File: config.mk
export PLATFORM = sky130hd
export DESIGN_NAME = sound_latch_irq
export DESIGN_NICKNAME = d
export VERILOG_FILES = /design/src/rtl/sound_latch_irq.sv
export SDC_FILE = /design/constraint.sdc
export NUM_CORES = 1
export LEC_CHECK = 0
export BUFFER_PORTS_ARGS = -buffer_cell sky130_fd_sc_hd__buf_2
export CORE_UTILIZATION = 49
export CTS_CLUSTER_SIZE = 8
export DETAILED_ROUTE_END_ITERATION = 10
export GPL_ROUTABILITY_DRIVEN = 1
export HOLD_SLACK_MARGIN = 0.12
export PLACE_DENSITY = 0.77
export SLEW_MARGIN = 5
export SYNTH_ARGS = -nofsm -noshare
export SYNTH_HDL_FRONTEND = slang
export SYNTH_SLANG_ARGS = --single-unit
File: constraint.sdc
create_clock -name clk_sys -period 1.83 [get_ports clk_sys]
set_input_delay 0.2745 -clock clk_sys [delete_from_list [all_inputs] [get_ports clk_sys]]
set_output_delay 0.2745 -clock clk_sys [all_outputs]
set_load 0.03 [all_outputs]
File: src/rtl/sound_latch_irq.sv
// 68000 -> Z80 sound command latch and periodic Z80 interrupt generator.
// Define SOUND_LATCH_FIFO_EN to hold commands in a FIFO_DEPTH-entry queue instead of one register.
module sound_latch_irq #(
  parameter int IRQ_DIV    = 512,
  parameter int FIFO_DEPTH = 4
) (
  input  logic        clk_sys,
  input  logic        reset,
  input  logic [15:0] m68k_din,
  input  logic        m68k_rw,
  input  logic        m68k_lds_n,
  input  logic        sound_latch_cs,
  input  logic        z80_cen,
  input  logic        z80_rd_n,
  input  logic        z80_wr_n,
  input  logic        z80_m1_n,
  input  logic        z80_iorq_n,
  input  logic        z80_latch_r_cs,
  input  logic        z80_latch_clr_cs,
  output logic [7:0]  latch_dout,
  output logic        latch_pending,
  output logic        z80_irq_n
);

  // Strobes fire once per bus cycle: the rising edge of each level request
  // against its one-cycle-delayed copy, however long the select is held.
  logic w_wr_req;
  logic w_clr_req;
  logic w_wr_stb;
  logic w_clr_stb;
  logic w_ack;
  logic w_tick;
  logic w_rd_req;
  logic w_unused_ok;
  logic r_wr_req_d;
  logic r_clr_req_d;
  logic [15:0] r_irq_cnt;
  logic r_irq_n;

  assign w_wr_req  = sound_latch_cs & ~m68k_rw & ~m68k_lds_n;
  assign w_clr_req = z80_latch_clr_cs & ~z80_wr_n;
  assign w_wr_stb  = w_wr_req & ~r_wr_req_d;
  assign w_clr_stb = w_clr_req & ~r_clr_req_d;
  assign w_ack     = ~z80_m1_n & ~z80_iorq_n;
  assign w_tick    = z80_cen & (r_irq_cnt == 16'(IRQ_DIV - 1));

  // Z80 reads have no side effect; its data mux samples latch_dout directly.
  assign w_rd_req  = z80_latch_r_cs & ~z80_rd_n;

  always_ff @(posedge clk_sys) begin
    if (reset) begin
      r_wr_req_d  <= 1'b0;
      r_clr_req_d <= 1'b0;
    end else begin
      r_wr_req_d  <= w_wr_req;
      r_clr_req_d <= w_clr_req;
    end
  end

  // Tick beats acknowledge; a tick while already asserted is simply absorbed.
  always_ff @(posedge clk_sys) begin
    if (reset) begin
      r_irq_cnt <= 16'd0;
      r_irq_n   <= 1'b1;
    end else begin
      if (z80_cen) r_irq_cnt <= w_tick ? 16'd0 : r_irq_cnt + 16'd1;
      if (w_tick)     r_irq_n <= 1'b0;
      else if (w_ack) r_irq_n <= 1'b1;
    end
  end

  assign z80_irq_n = r_irq_n;

`ifdef SOUND_LATCH_FIFO_EN
  localparam int AW = $clog2(FIFO_DEPTH);
  localparam int CW = AW + 1;

  logic [7:0]    r_mem [FIFO_DEPTH];
  logic [AW-1:0] r_rd_ptr;
  logic [AW-1:0] r_wr_ptr;
  logic [CW-1:0] r_count;
  logic          w_pop;
  logic          w_push;

  // A full queue still accepts a push when a pop frees the head slot in the same cycle.
  assign w_pop  = w_clr_stb & (r_count != '0);
  assign w_push = w_wr_stb & ((r_count != CW'(FIFO_DEPTH)) | w_pop);

  always_ff @(posedge clk_sys) begin
    if (reset) begin
      r_rd_ptr <= '0;
      r_wr_ptr <= '0;
      r_count  <= '0;
    end else begin
      if (w_push) r_wr_ptr <= r_wr_ptr + AW'(1);
      if (w_pop)  r_rd_ptr <= r_rd_ptr + AW'(1);
      r_count <= r_count + CW'(w_push) - CW'(w_pop);
    end
  end

  always_ff @(posedge clk_sys) begin
    if (w_push) r_mem[r_wr_ptr] <= m68k_din[7:0];
  end

  assign latch_pending = (r_count != '0);
  assign latch_dout    = latch_pending ? r_mem[r_rd_ptr] : 8'h00;
  assign w_unused_ok   = ^{m68k_din[15:8], w_rd_req};
`else
  logic [7:0] r_latch;
  logic       r_pending;

  always_ff @(posedge clk_sys) begin
    if (reset) begin
      r_latch   <= 8'h00;
      r_pending <= 1'b0;
    end else if (w_wr_stb) begin
      r_latch   <= m68k_din[7:0];
      r_pending <= 1'b1;
    end else if (w_clr_stb) begin
      r_latch   <= 8'h00;
      r_pending <= 1'b0;
    end
  end

  assign latch_dout    = r_latch;
  assign latch_pending = r_pending;
  assign w_unused_ok   = ^{m68k_din[15:8], w_rd_req, FIFO_DEPTH[0]};
`endif

endmodule
==> summary.md, run 1 <==
| Metric | Value |
|---|---|
| Number of synthesized flops with an enable pin | `0` |
| Ant. Diodes | `0` |
| CTS tree | `done` |
| Count of different cell masters after synthesis | `34` |
| Share of cells above drive strength 1 | `between 20% and 30%` |
| Area contributors post-synth | `dfxtp_1, nand2_1, xnor2_1, xor2_1, nor2_1` |
| Placed Cells | `189` |
| Worst hold slack | `0.164 ns` |
| CP arrival | `1.87 ns` |
| First-pass GRT wire length | `4180 µm` |
| Htree depth | `1` |
| Area leader, netlist | `dfxtp_1` |
| CP startpoint | `r_irq_cnt[10]` |
| Hpwl dp | `1760 µm` |
| Area delta synth->final | `17.3%` |
| Die area | `2720 µm²` |
| # setup viols final | `0` |
| Antenna-violating nets left | `0` |
| FF+latch count, synth | `28` |
| Count of pins over their slew limit | `0` |
| Cells after Synth | `137` |
| Avg WL per Cell | `12.9 µm` |
| Hold_buf cts | `1` |
| Synth warnings | `0` |
| RSZ-0062 raised after global routing | `false` |
| Startpoint types | `register` |
| Initial cell density of the core | `a little over half` |
| Grt ovf | `0` |
| Least-Margin Pin Slew | `0.464 ns` |
| Die W | `52.2 µm` |
| Final setup TNS | `0 ns` |
| Max-cap violations | `0` |
| F_max | `616 MHz` |
| Maximum VDD drop | `0.482 mV` |
| Post-synth ARST share | `0%` |
| Drt total wl | `2500 µm` |
| Num ports | `38` |
| Post-CTS Setup Inserts | `0` |
| Initial antenna violation count | `0` |
| Nets | `196` |
| Worst path required time | `2.08 ns` |
| Synth Cell Area | `1230 µm²` |
| DRC viols | `0` |
| Tot GR Track Use | `20.9%` |
| Post-route insts no fill | `roughly 190` |
| Leakage dissipation | `0.585 nW` |
| Class of the worst hold path | `in -> reg` |
| Max-slew headroom | `between 60 and 70%` |
| CP endpoint kind | `register` |
| DR vias | `1074` |
| Commonest non-fill, non-tap cell in the layout | `dfxtp_1` |
| Hold Fails Final Rpt | `0` |
| Critical path type | `reg -> reg` |
| Number of DRC markers in iteration 0 | `23` |
| Later-pin clock latency in the skew report | `roughly 0.33 ns` |
| Power Dens Cells | `778 nW/µm²` |
| Total CTS buffers | `3` |
| Clk slew on worst S/H paths | `0.16 ns` |
| CP max FO | `6` |
| I/O Buffers | `27` |
| Final core utilization | `between 60% and 70%` |
| Row Count | `17` |
| Vias in the first global route | `1024` |
| FF-to-FF Start | `r_irq_cnt[10]` |
| Drt first pass iters | `4` |
| Total chip power | `1.12 mW` |
| CTS root buffer | `clkbuf_4` |
| Pin count of the biggest net entering global routing | `17` |
| Final min period | `1.62 ns` |
| Core footprint | `2300 µm²` |
| Mean Syn Cell Area | `approximately 9 µm²` |
| Worst hold start | `m68k_din[5]` |
| Clock sinks | `28` |
| Final cycle utilization of the critical path | `88.7%` |
| Max clock buf depth | `2` |
| Synth Net Count | `around 170` |
| Fin Clk Skew | `~0.0083 ns` |
| Share of the synthesized area in the top cell type | `between 40% and 50%` |
| Vias/cell | `5.54` |
| Seq/Total Area, Yosys | `a little under half` |
| Ys flop type | `dfxtp_1` |
| CTS resizes | `0` |
| Outcome | `finished, final reports clean` |
| Die Y | `52.2 µm` |
| Most frequent cells in the layout | `dfxtp_1, buf_2, nand2_1, nor2_1, nand3_1` |
| Routability congestion estimate from global placement | `0.773` |
## worst max-delay path: stages, from the launching register on
cell and delay (ns):
dfxtp_1 0.38, nor4_1 0.38, nand2_1 0.19, o31ai_4 0.31, buf_4 0.22, nor2_1 0.06
## cells by family (layout without fill, tap and decap cells)
group | Yosys count | after routing | synth area share [%]
and+or+nand+nor | 74 | 74 | 32.9
DFF | 28 | 28 | 45.5
xor gates and xnor gates | 14 | 14 | 9.95
AOI/OAI and AO/OA | 13 | 13 | 6.90
buffers and inverters | 7 | 36 | 3.76
adders and majority gates | 1 | 1 | 1.02
## cells in the mapped netlist (all sizes together), types with 4 or more instances
cell type / instances
nand2: 18
xnor2: 7
nand3: 10
xor2: 7
nor3: 4
nand4: 8
nor4: 5
buf: 4
dfxtp: 28
nor2: 19
a21oi: 9
## path summary, 6_finish.rpt
check / end / slack [ns] / cells past startpoint
hold reg to reg: latch_dout[5] / 0.48 / 2
setup reg to reg: r_irq_cnt[11] / 0.21 / 5
hold / removal: latch_dout[5] / 0.16 / 3
setup / recovery: r_irq_cnt[11] / 0.21 / 5
## report_power, final
group / leakage [nW] / internal (mW) / switching (mW) / total (mW)
sequential: 0.227 / 0.621 / 0.00928 / 0.631
clock: 0.0279 / 0.222 / 0.185 / 0.407
combinational: 0.330 / 0.0362 / 0.0509 / 0.0870
## through the flow
stage | worst slack, ns | cell area, µm²
2_1_floorplan | 0.473 | 1230
3_3_place_gp | 0.353 | 1380
3_5_place_dp | 0.323 | 1380
4_1_cts | 0.256 | 1450
5_1_grt | 0.199 | 1450
6_report | 0.208 | 1450
## flip-flops by register name (all words and copies together) (netlist names)
| name | flops |
|---|---|
| z80_irq_n | 1 |
| r_clr_req_d | 1 |
| r_irq_cnt | 16 |
| latch_pending | 1 |
| latch_dout | 8 |
| r_wr_req_d | 1 |
## final cells by class
class | count | area [µm²]
Clock inverter | 1 | 30.0
Clock buffer | 3 | 22.5
Tap cell | 28 | 35.0
Multi-Input combinational cell | 102 | 626
Timing Repair Buffer | 31 | 168
Fill cell | 197 | 852
Sequential cell | 28 | 561
Inverter | 1 | 3.75
## layer usage
metal / vias to the layer above / track usage (%) / part of all wire, % / wire length, µm
li1: 533 / - / - / -
met1: 496 / 24.3 / 44 / 1100
met2: 39 / 37.2 / 50 / 1240
met3: 6 / 2.63 / 4.9 / 122
met4: 0 / 10.1 / 1.6 / 39
met5: - / 0 / 0 / 0
No activity file was read; power rests on OpenSTA's default activity.
==> run 2, diff against run 1 <==
Settings changed: CELL_PAD_IN_SITES_DETAIL_PLACEMENT set to 1, CELL_PAD_IN_SITES_GLOBAL_PLACEMENT set to 1, CORE_UTILIZATION 49 to 36, PLACE_DENSITY 0.77 to 0.85.
==> summary.md, run 2 (synthesized netlist as in run 1, its figures left out) <==
| Metric | Value |
|---|---|
| Outcome | `finished, final reports clean` |
| CTS resizes | `0` |
| CP endpoint kind | `register` |
| Maximum VDD drop | `0.239 mV` |
| Nets | `196` |
| Worst hold slack | `around 0.16 ns` |
| Least-Margin Pin Slew | `about 0.48 ns` |
| FF-to-FF Start | `r_irq_cnt[0]` |
| Most frequent cells in the layout | `dfxtp_1, buf_2, nand2_1, nor2_1, nand3_1` |
| Commonest non-fill, non-tap cell in the layout | `dfxtp_1` |
| Final cycle utilization of the critical path | `84.5%` |
| Final core utilization | `46.5%` |
| Worst path required time | `around 2.1 ns` |
| Total CTS buffers | `3` |
| Drt first pass iters | `2` |
| Htree depth | `1` |
| Initial antenna violation count | `0` |
| Grt ovf | `0` |
| CTS root buffer | `clkbuf_4` |
| Power Dens Cells | `768 nW/µm²` |
| Max-slew headroom | `a little under 70%` |
| Vias in the first global route | `1114` |
| DRC viols | `0` |
| Die area | `3660 µm²` |
| Sequential Area | `around 560 µm²` |
| Share of cells above drive strength 1 | `between 20% and 30%` |
| Core footprint | `3150 µm²` |
| Hpwl dp | `2040 µm` |
| Tot GR Track Use | `17.1%` |
| Pin count of the biggest net entering global routing | `17` |
| Later-pin clock latency in the skew report | `around 0.32 ns` |
| Avg WL per Cell | `around 13 µm` |
| Antenna-violating nets left | `0` |
| Class of the worst hold path | `in -> reg` |
| Area of the multi-input gates | `626 µm²` |
| Num ports | `38` |
| CP max FO | `6` |
| Hold_buf cts | `1` |
| Ant. Diodes | `0` |
| Die Y | `60.5 µm` |
| Number of DRC markers in iteration 0 | `27` |
| Fillers | `~400` |
| Initial cell density of the core | `39.1%` |
| Max reg flops | `16` |
| RSZ-0062 raised after global routing | `false` |
| DR vias | `1053` |
| Final min period | `1.55 ns` |
| CP arrival | `1.79 ns` |
| Leakage dissipation | `0.585 nW` |
| Worst hold start | `m68k_din[5]` |
| Row Count | `20` |
| Hold Fails Final Rpt | `0` |
| CP startpoint | `r_irq_cnt[0]` |
| Clock sinks | `28` |
| Count of pins over their slew limit | `0` |
| CTS tree | `done` |
| Routability congestion estimate from global placement | `approximately 0.73` |
| Max-cap violations | `0` |
| Vias/cell | `roughly 5` |
| Post-CTS Setup Inserts | `0` |
| Max clock buf depth | `2` |
| Area delta synth->final | `18.9%` |
| I/O Buffers | `27` |
| Fin Clk Skew | `0.00141 ns` |
| First-pass GRT wire length | `around 4700 µm` |
| Drt total wl | `2770 µm` |
| Clk slew on worst S/H paths | `0.15 ns` |
| Critical path type | `reg -> reg` |
| Final setup TNS | `0 ns` |
| F_max | `between 600 and 700 MHz` |
| Startpoint types | `register` |
| # setup viols final | `0` |
| Die W | `just over 60 µm` |
| Largest reg by FF count | `r_irq_cnt` |
## run 2: worst paths after layout
path	end	slack, ns	cells past startpoint
worst max-delay path	r_irq_cnt[14]	0.28	6
worst min-delay path	latch_dout[5]	0.16	3
worst max register to register	r_irq_cnt[14]	0.28	6
worst min register to register	latch_pending	0.48	2
## run 2: final cells by class
| type | instances | area share, % |
|---|---|---|
| tap | 44 | 3.76 |
| multi-input combinational | 102 | 42.7 |
| clock inverter | 1 | 2.05 |
| clock buffer | 3 | 1.54 |
| timing repair buffer | 31 | 11.4 |
| sequential | 28 | 38.3 |
| inverter | 1 | 0.256 |
## run 2: stage by stage
stage / cells / total power [mW] / area (µm²) / setup slack [ns]
2_1_floorplan: 137 / 0.696 / 1230 / 0.473
3_3_place_gp: 205 / 0.727 / 1400 / 0.382
3_5_place_dp: 205 / 0.730 / 1400 / 0.346
4_1_cts: 210 / 1.14 / 1470 / 0.258
5_1_grt: 210 / 1.17 / 1470 / 0.0965
6_report: 210 / 1.13 / 1470 / 0.284
## run 2: power breakdown
group | switching, mW | internal (mW) | total, mW
Clock | 0.185 | 0.221 | 0.407
Sequential | 0.00907 | 0.621 | 0.631
Combinational | 0.0524 | 0.0361 | 0.0885
## run 2: routing by layer
layer	GRT usage, %	vias up	part of all wire [%]
li1	-	533	-
met1	20.0	510	45
met2	30.8	8	52
met3	2.77	2	2.1
met4	7.14	0	0.69
met5	0	-	0
## run 2: critical path: stages, from the launching register on
cell,delay [ns]
dfxtp_1,0.45
ha_1,0.27
buf_4,0.17
nand2_1,0.06
nor4_1,0.28
xnor2_1,0.19
nor2_2,0.04
==> run 3, diff against run 2 <==
Settings changed: ABC_AREA set to 1, CORE_UTILIZATION 36 to 32, PLACE_DENSITY 0.85 to 0.82.
Clock period 1.83 ns to 1.26 ns, I/O delays scaled along.
==> summary.md, run 3 <==
| Metric | Value |
|---|---|
| Crit-path leading delay family | `simple AND/OR/NAND/NOR gates` |
| Final cycle utilization of the critical path | `104%` |
| Clk slew on worst S/H paths | `around 0.1 ns` |
| Failing checks | `setup timing` |
| Initial antenna violation count | `0` |
| Area of the multi-input gates | `~740 µm²` |
| Power Dens Cells | `971 nW/µm²` |
| Post-route insts no fill | `between 200 and 300` |
| Number of DRC markers in iteration 0 | `36` |
| Sequential Area | `566 µm²` |
| Grt ovf | `0` |
| Synth warnings | `0` |
| Max-cap violations | `0` |
| Ant. Diodes | `0` |
| Placed Cells | `278` |
| Mean Syn Cell Area | `roughly 7 µm²` |
| Max clock buf depth | `2` |
| Startpoint types | `register` |
| DRC viols | `0` |
| Drt first pass iters | `4` |
| Die area | `between 4000 and 5000 µm²` |
| Count of pins over their slew limit | `0` |
| Outcome | `finished with violations` |
| Vias in the first global route | `1398` |
| Class of the worst hold path | `in -> reg` |
| Post-synth ARST share | `0%` |
| Tot GR Track Use | `approximately 19%` |
| CP dominant cell by count | `nor2_4` |
| FF+latch count, synth | `28` |
| CTS root buffer | `clkbuf_8` |
| Crit-path cells | `ha_4 > buf_6 > nand2_4 > nor2_4 > nand2_2 > nor2_4 > nand2_1 > nand3_1 > nor2_1` |
| Htree depth | `1` |
| Die Y | `66.1 µm` |
| Number of synthesized flops with an enable pin | `0` |
| Vias/cell | `4.86` |
| Critical path type | `reg -> reg` |
| CP max FO | `5` |
| Worst setup slack after layout | `-0.0463 ns` |
| Most frequent cell after synthesis | `nand2_1` |
| RSZ-0062 raised after global routing | `true` |
| Share of cells above drive strength 1 | `34.3%` |
| Pin count of the biggest net entering global routing | `18` |
| Post-synth top cells | `nand2_1, nor2_1, dfxtp_1` |
| FF-to-FF Start | `r_irq_cnt[0]` |
| Fillers | `about 480` |
| Crit path buf inv count | `1` |
| CP arrival | `1.50 ns` |
| Area delta synth->final | `40.7%` |
| Area leader, netlist | `dfxtp_1` |
| Cells after Synth | `184` |
| CTS tree | `done` |
| Commonest non-fill, non-tap cell in the layout | `nand2_1` |
| Seq/Total Area, Yosys | `a little over two fifths` |
| Ys flop type | `dfxtp_1` |
| Max incr delay on CP | `0.36 ns` |
| CP endpoint kind | `register` |
| Most frequent cells in the layout | `nand2_1, nor2_1, buf_2, dfxtp_1, buf_4` |
| Count of different cell masters after synthesis | `23` |
| Worst hold slack | `0.144 ns` |
| Area contributors post-synth | `dfxtp_1, nand2_1, nor2_1, nand3_1, inv_1` |
| Final setup TNS | `-0.231 ns` |
| Num ports | `38` |
| Synth Cell Area | `1320 µm²` |
| Leakage dissipation | `0.796 nW` |
| CP startpoint | `r_irq_cnt[0]` |
| Max-slew headroom | `75.4%` |
| Drt total wl | `3740 µm` |
| F_max | `about 770 MHz` |
| Avg WL per Cell | `13.0 µm` |
| Routability congestion estimate from global placement | `between 0.7 and 0.8` |
| Share of the synthesized area in the top cell type | `approximately 43%` |
| Slowest cell on the critical path | `dfxtp_2` |
| Nets | `269` |
| Initial cell density of the core | `approximately a third` |
| Worst hold start | `z80_latch_clr_cs` |
| Antenna-violating nets left | `0` |
| Worst path required time | `1.45 ns` |
| Total CTS buffers | `3` |
| Synth Net Count | `213` |
| I/O Buffers | `27` |
| Maximum VDD drop | `0.405 mV` |
| Final min period | `1.31 ns` |
| First-pass GRT wire length | `6110 µm` |
| Fin Clk Skew | `0.00302 ns` |
| # setup viols final | `11` |
| DR vias | `1395` |
| Row Count | `22` |
| Hold Fails Final Rpt | `0` |
| Core footprint | `3800 µm²` |
| Least-Margin Pin Slew | `0.369 ns` |
| Hpwl dp | `about 2700 µm` |
| Later-pin clock latency in the skew report | `0.28 ns` |
| Max reg flops | `16` |
| Largest reg by FF count | `r_irq_cnt` |
| Clock sinks | `28` |
| Worst slack, placed | `-0.107 ns` |
| Die W | `66.1 µm` |
-- run 3: per-stage QoR --
| stage | util [%] | cell area (µm²) | total power [mW] |
|---|---|---|---|
| after floorplan | - | 1320 | 1.00 |
| after global placement | 43.7 | 1660 | 1.07 |
| after detailed placement | 43.7 | 1660 | 1.07 |
| after CTS | 46.7 | 1780 | 1.81 |
| after global routing | 48.7 | 1850 | 1.87 |
| final | 48.7 | 1850 | 1.80 |
-- run 3: power breakdown --
group          total (mW)  internal, mW  switching [mW]
Sequential          0.911         0.901         0.00967
Combinational       0.158        0.0630          0.0953
Clock               0.730         0.426           0.304
-- run 3: path summary, 6_finish.rpt --
| check | end | slack (ns) | cells after the start |
|---|---|---|---|
| max | r_irq_cnt[10] | -0.05 | 9 |
| min | r_clr_req_d | 0.14 | 3 |
| max reg2reg | r_irq_cnt[10] | -0.05 | 9 |
| min reg2reg | latch_pending | 0.47 | 2 |
-- run 3: kinds of logic after synthesis --
kind of cell / Yosys count / share of synthesized area, %
AND/OR/NAND/NOR: 110 / 39.2
buffers and inverters: 22 / 6.27
adder cells (fa/ha/maj): 1 / 0.950
AO/OA/AOI/OAI: 17 / 7.04
XOR/XNOR: 6 / 3.99
flip-flops: 28 / 42.6
-- run 3: repair_timing --
item	CTS	global route
hold endpoints to repair	1	0
endpoints found under the setup margin	14	22
gates resized for setup	7	12
hold buffers	1	0
buffers inserted	1	4
pin swaps	5	11
-- run 3: routing by layer --
layer	global-route usage, %	vias up	part of all wire [%]
met5	0	-	0
met4	7.98	0	1.6
met3	1.55	5	0.91
met2	33.9	10	52
met1	21.9	683	45
li1	-	697	-
-- run 3: area by class of cell --
cell class | count | area share (%)
Clock buffer | 3 | 2.23
Sequential cell | 28 | 30.5
Multi-Input combinational cell | 134 | 40.1
Timing Repair Buffer | 53 | 18.2
Clock inverter | 1 | 1.62
Inverter | 20 | 4.05
Tap cell | 48 | 3.24
-- run 3: worst min-delay path, cell delays in order --
cell and delay [ns]:
buf_2 0.10, inv_1 0.06, nor3_1 0.04
